<file path="config.mk">
export PLATFORM = sky130hd
export DESIGN_NAME = sprite_oam_dma_flat
export DESIGN_NICKNAME = d
export VERILOG_FILES = /design/src/rtl/sprite_oam_dma_if.sv /design/src/rtl/sprite_oam_dma.sv /design/src/flat_wrapper.sv
export SDC_FILE = /design/constraint.sdc
export NUM_CORES = 1
export LEC_CHECK = 0
export ABC_AREA = 1
export BUFFER_PORTS_ARGS = -buffer_cell sky130_fd_sc_hd__buf_2
export CORE_UTILIZATION = 46
export CTS_CLUSTER_DIAMETER = 200
export DETAILED_ROUTE_END_ITERATION = 12
export PLACE_DENSITY = 0.73
export SLEW_MARGIN = 10
export SYNTH_ARGS = -nofsm -noshare
export SYNTH_HDL_FRONTEND = slang
export SYNTH_SLANG_ARGS = --single-unit
</file>
<file path="constraint.sdc">
create_clock -name clk_50MHz -period 6.83 [get_ports clk_50MHz]
set_input_delay 0.3415 -clock clk_50MHz [delete_from_list [all_inputs] [get_ports clk_50MHz]]
set_output_delay 0.3415 -clock clk_50MHz [all_outputs]
set_load 0.01 [all_outputs]
</file>
<file path="src/rtl/sprite_oam_dma_if.sv">
// sprite_oam_dma_if -- AHB-Lite bus bundle between the sprite OAM DMA master
// and the slave it talks to (bus matrix / sprite RAM port).
//
// Signals:
//   HADDR  [31:0] byte address of the current address phase
//   HTRANS [1:0]  2'b00 IDLE, 2'b10 NONSEQ (no other codes are used)
//   HSIZE  [2:0]  transfer size, always word (3'b010)
//   HWRITE        1 = write, 0 = read
//   HWDATA [31:0] write data, valid during a write data phase
//   HRDATA [31:0] read data, valid when HREADY=1 in a read data phase
//   HREADY        slave ready; 0 stretches the current phase
//   HRESP         0 = OKAY, 1 = ERROR
//
// Handshake: an address phase is accepted on the rising edge where
// HTRANS=NONSEQ and HREADY=1; the following cycles form its data phase, which
// completes on the first rising edge with HREADY=1. The master holds every
// output stable while HREADY=0 and never issues a new address during a data
// phase. An ERROR response is two cycles: HRESP=1 with HREADY=0, then HRESP=1
// with HREADY=1.
interface sprite_oam_dma_if;
  logic [31:0] HADDR;
  logic [1:0]  HTRANS;
  logic [2:0]  HSIZE;
  logic        HWRITE;
  logic [31:0] HWDATA;
  logic [31:0] HRDATA;
  logic        HREADY;
  logic        HRESP;

  modport master (
    output HADDR, HTRANS, HSIZE, HWRITE, HWDATA,
    input  HRDATA, HREADY, HRESP
  );

  modport slave (
    input  HADDR, HTRANS, HSIZE, HWRITE, HWDATA,
    output HRDATA, HREADY, HRESP
  );
endinterface

</file>
<file path="src/rtl/sprite_oam_dma.sv">
// sprite_oam_dma -- AHB-Lite master that copies the sprite attribute table
// (WORD_COUNT 32-bit words) from system memory into the sprite RAM window.
// Each word is one non-pipelined read followed by one write, so a word costs
// at least 4 cycles (RD_A, RD_D, WR_A, WR_D).
//
// Optional build macro SPRITE_DMA_VBLANK_SYNC_EN: when defined, an accepted
// start waits in WAIT_VB until vblank=1 before the first bus access, so sprite
// RAM is only rewritten outside the visible game window. When undefined, the
// vblank input is ignored.
//
// Ports:
//   clk_50MHz        bus clock, rising edge
//   rst              asynchronous active-high reset
//   start            1-cycle pulse, accepted only in IDLE
//   src_base[31:0]   source table byte address (latched at start, [1:0] dropped)
//   dst_base[31:0]   sprite RAM byte address (latched at start, [1:0] dropped)
//   vblank           vertical blank indicator (optional feature only)
//   busy             high from accepted start until the FIN cycle
//   done             1-cycle pulse in FIN (completion or abort)
//   err              sticky bus-error flag, cleared by the next accepted start
//   state_dbg[2:0]   current FSM state encoding
//   bus              AHB-Lite master modport
module sprite_oam_dma #(
  parameter int WORD_COUNT = 64,
  parameter int CNT_W      = 7
) (
  input  logic                    clk_50MHz,
  input  logic                    rst,
  input  logic                    start,
  input  logic [31:0]             src_base,
  input  logic [31:0]             dst_base,
  input  logic                    vblank,
  output logic                    busy,
  output logic                    done,
  output logic                    err,
  output logic [2:0]              state_dbg,
  sprite_oam_dma_if.master        bus
);

  typedef enum logic [2:0] {
    S_IDLE    = 3'd0,
    S_RD_A    = 3'd1,
    S_RD_D    = 3'd2,
    S_WR_A    = 3'd3,
    S_WR_D    = 3'd4,
    S_FIN     = 3'd5,
    S_WAIT_VB = 3'd6
  } state_t;

  localparam logic [1:0]       HTRANS_IDLE   = 2'b00;
  localparam logic [1:0]       HTRANS_NONSEQ = 2'b10;
  localparam logic [CNT_W-1:0] LAST_IDX      = CNT_W'(WORD_COUNT - 1);

  state_t           state, state_n;
  logic [CNT_W-1:0] cnt;
  logic [31:0]      src_q;
  logic [31:0]      dst_q;
  logic [31:0]      hold_q;
  logic             err_q;
  logic [31:0]      word_off;
  logic             accept;
  logic             data_phase;

`ifndef SPRITE_DMA_VBLANK_SYNC_EN
  logic vblank_unused;
  assign vblank_unused = vblank;
`endif

  assign accept     = (state == S_IDLE) && start;
  assign data_phase = (state == S_RD_D) || (state == S_WR_D);
  // Byte offset of the current word; the add below wraps modulo 2^32.
  assign word_off   = 32'(cnt) << 2;

  // State register and datapath registers.
  always_ff @(posedge clk_50MHz or posedge rst) begin
    if (rst) begin
      state  <= S_IDLE;
      cnt    <= '0;
      src_q  <= '0;
      dst_q  <= '0;
      hold_q <= '0;
      err_q  <= 1'b0;
    end else begin
      state <= state_n;
      if (accept) begin
        src_q <= {src_base[31:2], 2'b00};
        dst_q <= {dst_base[31:2], 2'b00};
        cnt   <= '0;
        err_q <= 1'b0;
      end
      if (state == S_RD_D && bus.HREADY && !bus.HRESP) begin
        hold_q <= bus.HRDATA;
      end
      if (state == S_WR_D && bus.HREADY && !bus.HRESP && cnt != LAST_IDX) begin
        cnt <= cnt + 1'b1;
      end
      // Flag on the first ERROR cycle; the abort itself waits for HREADY=1.
      if (data_phase && bus.HRESP) begin
        err_q <= 1'b1;
      end
    end
  end

  // Next-state logic.
  always_comb begin
    state_n = state;
    case (state)
      S_IDLE: begin
        if (start) begin
`ifdef SPRITE_DMA_VBLANK_SYNC_EN
          state_n = vblank ? S_RD_A : S_WAIT_VB;
`else
          state_n = S_RD_A;
`endif
        end
      end
`ifdef SPRITE_DMA_VBLANK_SYNC_EN
      S_WAIT_VB: begin
        if (vblank) state_n = S_RD_A;
      end
`endif
      S_RD_A: begin
        if (bus.HREADY) state_n = S_RD_D;
      end
      S_RD_D: begin
        if (bus.HREADY) state_n = bus.HRESP ? S_FIN : S_WR_A;
      end
      S_WR_A: begin
        if (bus.HREADY) state_n = S_WR_D;
      end
      S_WR_D: begin
        if (bus.HREADY) begin
          if (bus.HRESP || cnt == LAST_IDX) state_n = S_FIN;
          else                              state_n = S_RD_A;
        end
      end
      S_FIN:   state_n = S_IDLE;
      default: state_n = S_IDLE;
    endcase
  end

  // Bus outputs are decoded from registered state only, so they are stable
  // for the whole of a stretched phase and drop to reset values as soon as
  // rst clears the state register.
  always_comb begin
    bus.HTRANS = HTRANS_IDLE;
    bus.HADDR  = '0;
    bus.HWRITE = 1'b0;
    bus.HWDATA = '0;
    case (state)
      S_RD_A: begin
        bus.HTRANS = HTRANS_NONSEQ;
        bus.HADDR  = src_q + word_off;
      end
      S_RD_D: begin
        bus.HADDR  = src_q + word_off;
      end
      S_WR_A: begin
        bus.HTRANS = HTRANS_NONSEQ;
        bus.HADDR  = dst_q + word_off;
        bus.HWRITE = 1'b1;
      end
      S_WR_D: begin
        bus.HADDR  = dst_q + word_off;
        bus.HWRITE = 1'b1;
        bus.HWDATA = hold_q;
      end
      default: ;
    endcase
  end

  assign bus.HSIZE = 3'b010;
  assign busy      = (state != S_IDLE) && (state != S_FIN);
  assign done      = (state == S_FIN);
  assign err       = err_q;
  assign state_dbg = state;

endmodule

</file>
<file path="src/flat_wrapper.sv">
// flat-port wrapper written by rule: the top's interface ports become plain ports
module sprite_oam_dma_flat 
#(
  parameter int WORD_COUNT = 64,
  parameter int CNT_W      = 7
)
  (clk_50MHz, rst, start, src_base, dst_base, vblank, busy, done, err, state_dbg, bus_HADDR, bus_HTRANS, bus_HSIZE, bus_HWRITE, bus_HWDATA, bus_HRDATA, bus_HREADY, bus_HRESP);
  sprite_oam_dma_if bus_i ();
  input  logic clk_50MHz;
  input  logic rst;
  input  logic start;
  input  logic [31:0] src_base;
  input  logic [31:0] dst_base;
  input  logic vblank;
  output logic busy;
  output logic done;
  output logic err;
  output logic [2:0] state_dbg;
  output wire logic [$bits(bus_i.HADDR)-1:0] bus_HADDR;
  output wire logic [$bits(bus_i.HTRANS)-1:0] bus_HTRANS;
  output wire logic [$bits(bus_i.HSIZE)-1:0] bus_HSIZE;
  output wire logic [$bits(bus_i.HWRITE)-1:0] bus_HWRITE;
  output wire logic [$bits(bus_i.HWDATA)-1:0] bus_HWDATA;
  input wire logic [$bits(bus_i.HRDATA)-1:0] bus_HRDATA;
  input wire logic [$bits(bus_i.HREADY)-1:0] bus_HREADY;
  input wire logic [$bits(bus_i.HRESP)-1:0] bus_HRESP;
  assign bus_HADDR = bus_i.HADDR;
  assign bus_HTRANS = bus_i.HTRANS;
  assign bus_HSIZE = bus_i.HSIZE;
  assign bus_HWRITE = bus_i.HWRITE;
  assign bus_HWDATA = bus_i.HWDATA;
  assign bus_i.HRDATA = bus_HRDATA;
  assign bus_i.HREADY = bus_HREADY;
  assign bus_i.HRESP = bus_HRESP;
  sprite_oam_dma #(.WORD_COUNT(WORD_COUNT), .CNT_W(CNT_W)) u_core (.clk_50MHz(clk_50MHz), .rst(rst), .start(start), .src_base(src_base), .dst_base(dst_base), .vblank(vblank), .busy(busy), .done(done), .err(err), .state_dbg(state_dbg), .bus(bus_i));
endmodule
</file>
==> results.yml <==
status:
  status: "finished, final reports clean"
power:
  power.net_switching_w: 0.00140
  clock_power_share: 0.169
  power.density_nw_per_um2: 444
  combPwrFrac: 0.503
  finalPower_w: 0.00310
  ir_drop_v: 0.000220
  power.switching_fraction: 0.452
  static-leakage-power_nw: 4.03
  internal_power_w: 0.00170
  p_seq_frac: 0.328
routing:
  drc_markers: 0
  drt.antenna.violating_nets: 0
  finalWirelength_mm: 14.1
  drt-pass1-iter-count: 4
  vias_per_cell: 4.76
  dr_total_vias: 5448
  drt_first_iter_violations: 280
  wire_per_inst_um: 12.3
final_layout:
  n_fill_cell: 1248
  fin_cells: 1145
  synthToLayoutAreaGrowth_pct: 20.4
  final_net_count: 1084
  drive_gt1_frac: 0.220
cts:
  worst_skew_pair.late_latency_ns: 0.34
  cts_tree: "done"
  cts.root.buffer_cell: "clkbuf_16"
  clk_pin_slew_ns: 0.07
  htree_levels: 3
  tritoncts.num_buffers: 9
  clock-sinks: 103
  cts-root-to-sink-buffers: 2
global_route:
  first_global_vias: 4975
  grt_max_degree: 78
  global_route_wire_length_before_repair_mm: 23.6
  antenna_violations_before_repair: 0
  globalRouteOverflowTotal: 0
  groute.usage.overall: 0.231
sta:
  timing_worst_slew_pin_value_ns: 1.04
  timing.slew.headroom: 0.305
  finalCritPeriodShare: 0.660
  fin_hold_ws_ns: 0.186
  grt_setup_unrepaired: "false"
  report.final.hold_viol_count: 0
  timing.clock.skew_ns: 0.00803
  tns_ns: 0
  final-max-slew-violation-count: 0
  report.final.setup_viol: 0
  fmax_ghz: 0.222
  final.setup.worst_slack_ns: 2.32
  fin_crit_ns: 4.51
floorplanning:
  die-area_um2: 13000
  num_ports: 178
  start_util: 0.476
  core_region_area_um2: 12200
  die_wd_um: 114
  die_h_um: 114
  core.rowCount: 40
worst_setup_path:
  worstPathMaxFanout: 47
  setup.worst_path.start_class: "flip-flop"
  worst-endpoint-required_ns: 6.49
  path_cells: "nor2_1 > nand2_2 > nand2_4 > nand2_1 > nand2_1 > ha_1 > fa_1 > nand2_1 > nand3_1 > nand3_1 > nand2_1 > nand2_2 > nor2_1 > nand2_1 > nand2_1 > a21oi_1 > buf_2"
  crit_type: "flip-flop to primary output"
  timing.critical_path.arrival_ns: 4.17
  critPathCaptureType: "primary output"
  r2r.worst_path.cells: 8
  cpMaxStageDelayCell: "nand2_2"
  cp_slowest_stage_delay_ns: 0.68
  crit_path_frequent_cell: "nand2_1"
logic_synthesis:
  synth-warning-count: 0
  syn_inst_count: 825
  post_synth.cell_area_avg_um2: 7.02
  synth_enable_flop_cells: 0
  synth_flop_cell: "dfrtp_1"
  synth_async_sr_flop_share: 1.00
  sequential_cell_area_fraction_in_the_yosys_report: 0.445
  synth_cell_types: 40
  syn-cell-area_um2: 5790
  ys_ff_latch: 103
place:
  gp_congestion: 0.903
  placed_cells: 1127
  port_buffers: 166
  final_hpwl_dp_mm: 10.4
  dp_worst_setup_slack_ns: 2.65
flow_run:
  cap_viol_max_count: 0
hold_path:
  number_of_instances_on_the_worst_hold_path: 3
  worstHoldPathType: "input pin to flip-flop"
==> through the flow <==
step / util / cell area, µm²
6_report: 0.573 / 6970
5_1_grt: 0.573 / 6970
4_1_cts: 0.573 / 6970
3_5_place_dp: 0.547 / 6660
3_3_place_gp: 0.547 / 6660
2_1_floorplan: - / 5810
==> logic make-up after synthesis <==
logic type               count (synthesis)  share of synthesized area
AO/OA/AOI/OAI                           93                     0.0857
buffers and inverters                  117                     0.0881
XOR/XNOR                                 7                     0.0106
flip-flops                             103                      0.445
other                                    2                    0.00130
adder cells (fa/ha/maj)                 11                     0.0251
AND/OR/NAND/NOR                        492                      0.344
==> sequential cells by signal, summed over array words and instances, names as in the netlist <==
signal            cells
u_core.hold_q        32
u_core.err            1
u_core.state_dbg      3
u_core.dst_q         30
u_core.src_q         30
u_core.cnt            7
==> worst paths after layout <==
| path | from | slack [ns] | endpoint |
|---|---|---|---|
| setup / recovery | u_core.state_dbg[0] | 2.32 | bus_HADDR[30] |
| hold / removal | dst_base[18] | 0.19 | u_core.dst_q[18] |
| setup reg to reg | u_core.state_dbg[0] | 4.32 | u_core.dst_q[12] |
| hold reg to reg | u_core.dst_q[15] | 0.48 | u_core.dst_q[15] |
| max in group asynchronous | rst | 5.06 | u_core.dst_q[17] |
| min in group asynchronous | rst | 0.51 | u_core.dst_q[2] |
==> per-layer routing <==
| layer | part of all wire | wire length, µm | GRT usage |
|---|---|---|---|
| met5 | 0 | 0 | 0 |
| met4 | 0.012 | 172 | 0.0693 |
| met3 | 0.077 | 1090 | 0.0476 |
| met2 | 0.44 | 6200 | 0.362 |
| met1 | 0.47 | 6680 | 0.323 |
==> power groups by stage <==
stage               combinational, W  sequential (W)  clock, W
CTS                          0.00157         0.00102  0.000530
global route                 0.00178         0.00105  0.000560
global placement             0.00154         0.00102         0
floorplan                    0.00114        0.000996         0
finish                       0.00156         0.00102  0.000522
detailed placement           0.00156         0.00103         0
==> worst max-delay path: cells and delay by family (launching register included) <==
family                     cells  cell delay, ns
AOI/OAI and AO/OA              1            0.19
and+or+nand+nor               13            2.30
DFF                            1            0.50
buffers and inverters          1            0.17
adders and majority gates      2            0.65
==> placed cells by master (no fill, tap or decap), types with 3 or more instances in the layout <==
cell type	instances
inv_6	3
xor2_1	7
dfrtp_1	103
nand2_1	310
a21oi_1	55
conb_1	6
o21ai_1	3
nor2_1	117
nor3_1	3
o21ai_0	21
inv_2	3
buf_2	166
nand2_2	13
inv_1	75
clkbuf_16	9
o22ai_1	5
nand3_1	28
nor2_2	7
ha_1	10
==> Yosys cell counts, types with 2 or more instances <==
master,instances,area share
clkbuf_1,17,0.011
xor2_1,7,0.011
a21oi_1,55,0.048
nand3_1,28,0.024
buf_1,4,0.0026
nand2_1,312,0.20
o21ai_1,3,0.0026
buf_2,3,0.0026
a31oi_1,2,0.0022
nor2_1,117,0.076
nand2_2,11,0.012
conb_1,2,0.0013
inv_2,2,0.0013
dfrtp_1,103,0.44
o22ai_1,5,0.0054
o21ai_0,21,0.018
nand3b_1,2,0.0026
inv_1,77,0.050
a22o_1,2,0.0030
nor3_1,3,0.0026
nor3b_1,2,0.0026
buf_6,4,0.0078
ha_1,10,0.022
nor2_2,7,0.0076
nand3_2,2,0.0035
buf_4,10,0.013
==> area by class of cell <==
type	count	area, µm²	area share
clock buffer	9	225	0.0323
inverter	79	299	0.0429
sequential	103	2580	0.370
timing repair buffer	169	856	0.123
multi-input combinational	609	2730	0.391
tap	168	210	0.0301
antenna	1	2.50	0.000359
clock inverter	7	77.6	0.0111
==> repair_timing <==
| item | 4_1_cts | 5_1_grt |
|---|---|---|
| setup buffers | 0 | 0 |
| resized for setup | 0 | 0 |
| hold endpoints to repair | 26 | 0 |
| hold buffers | 1 | 0 |
(Power assumes the default switching activity.)
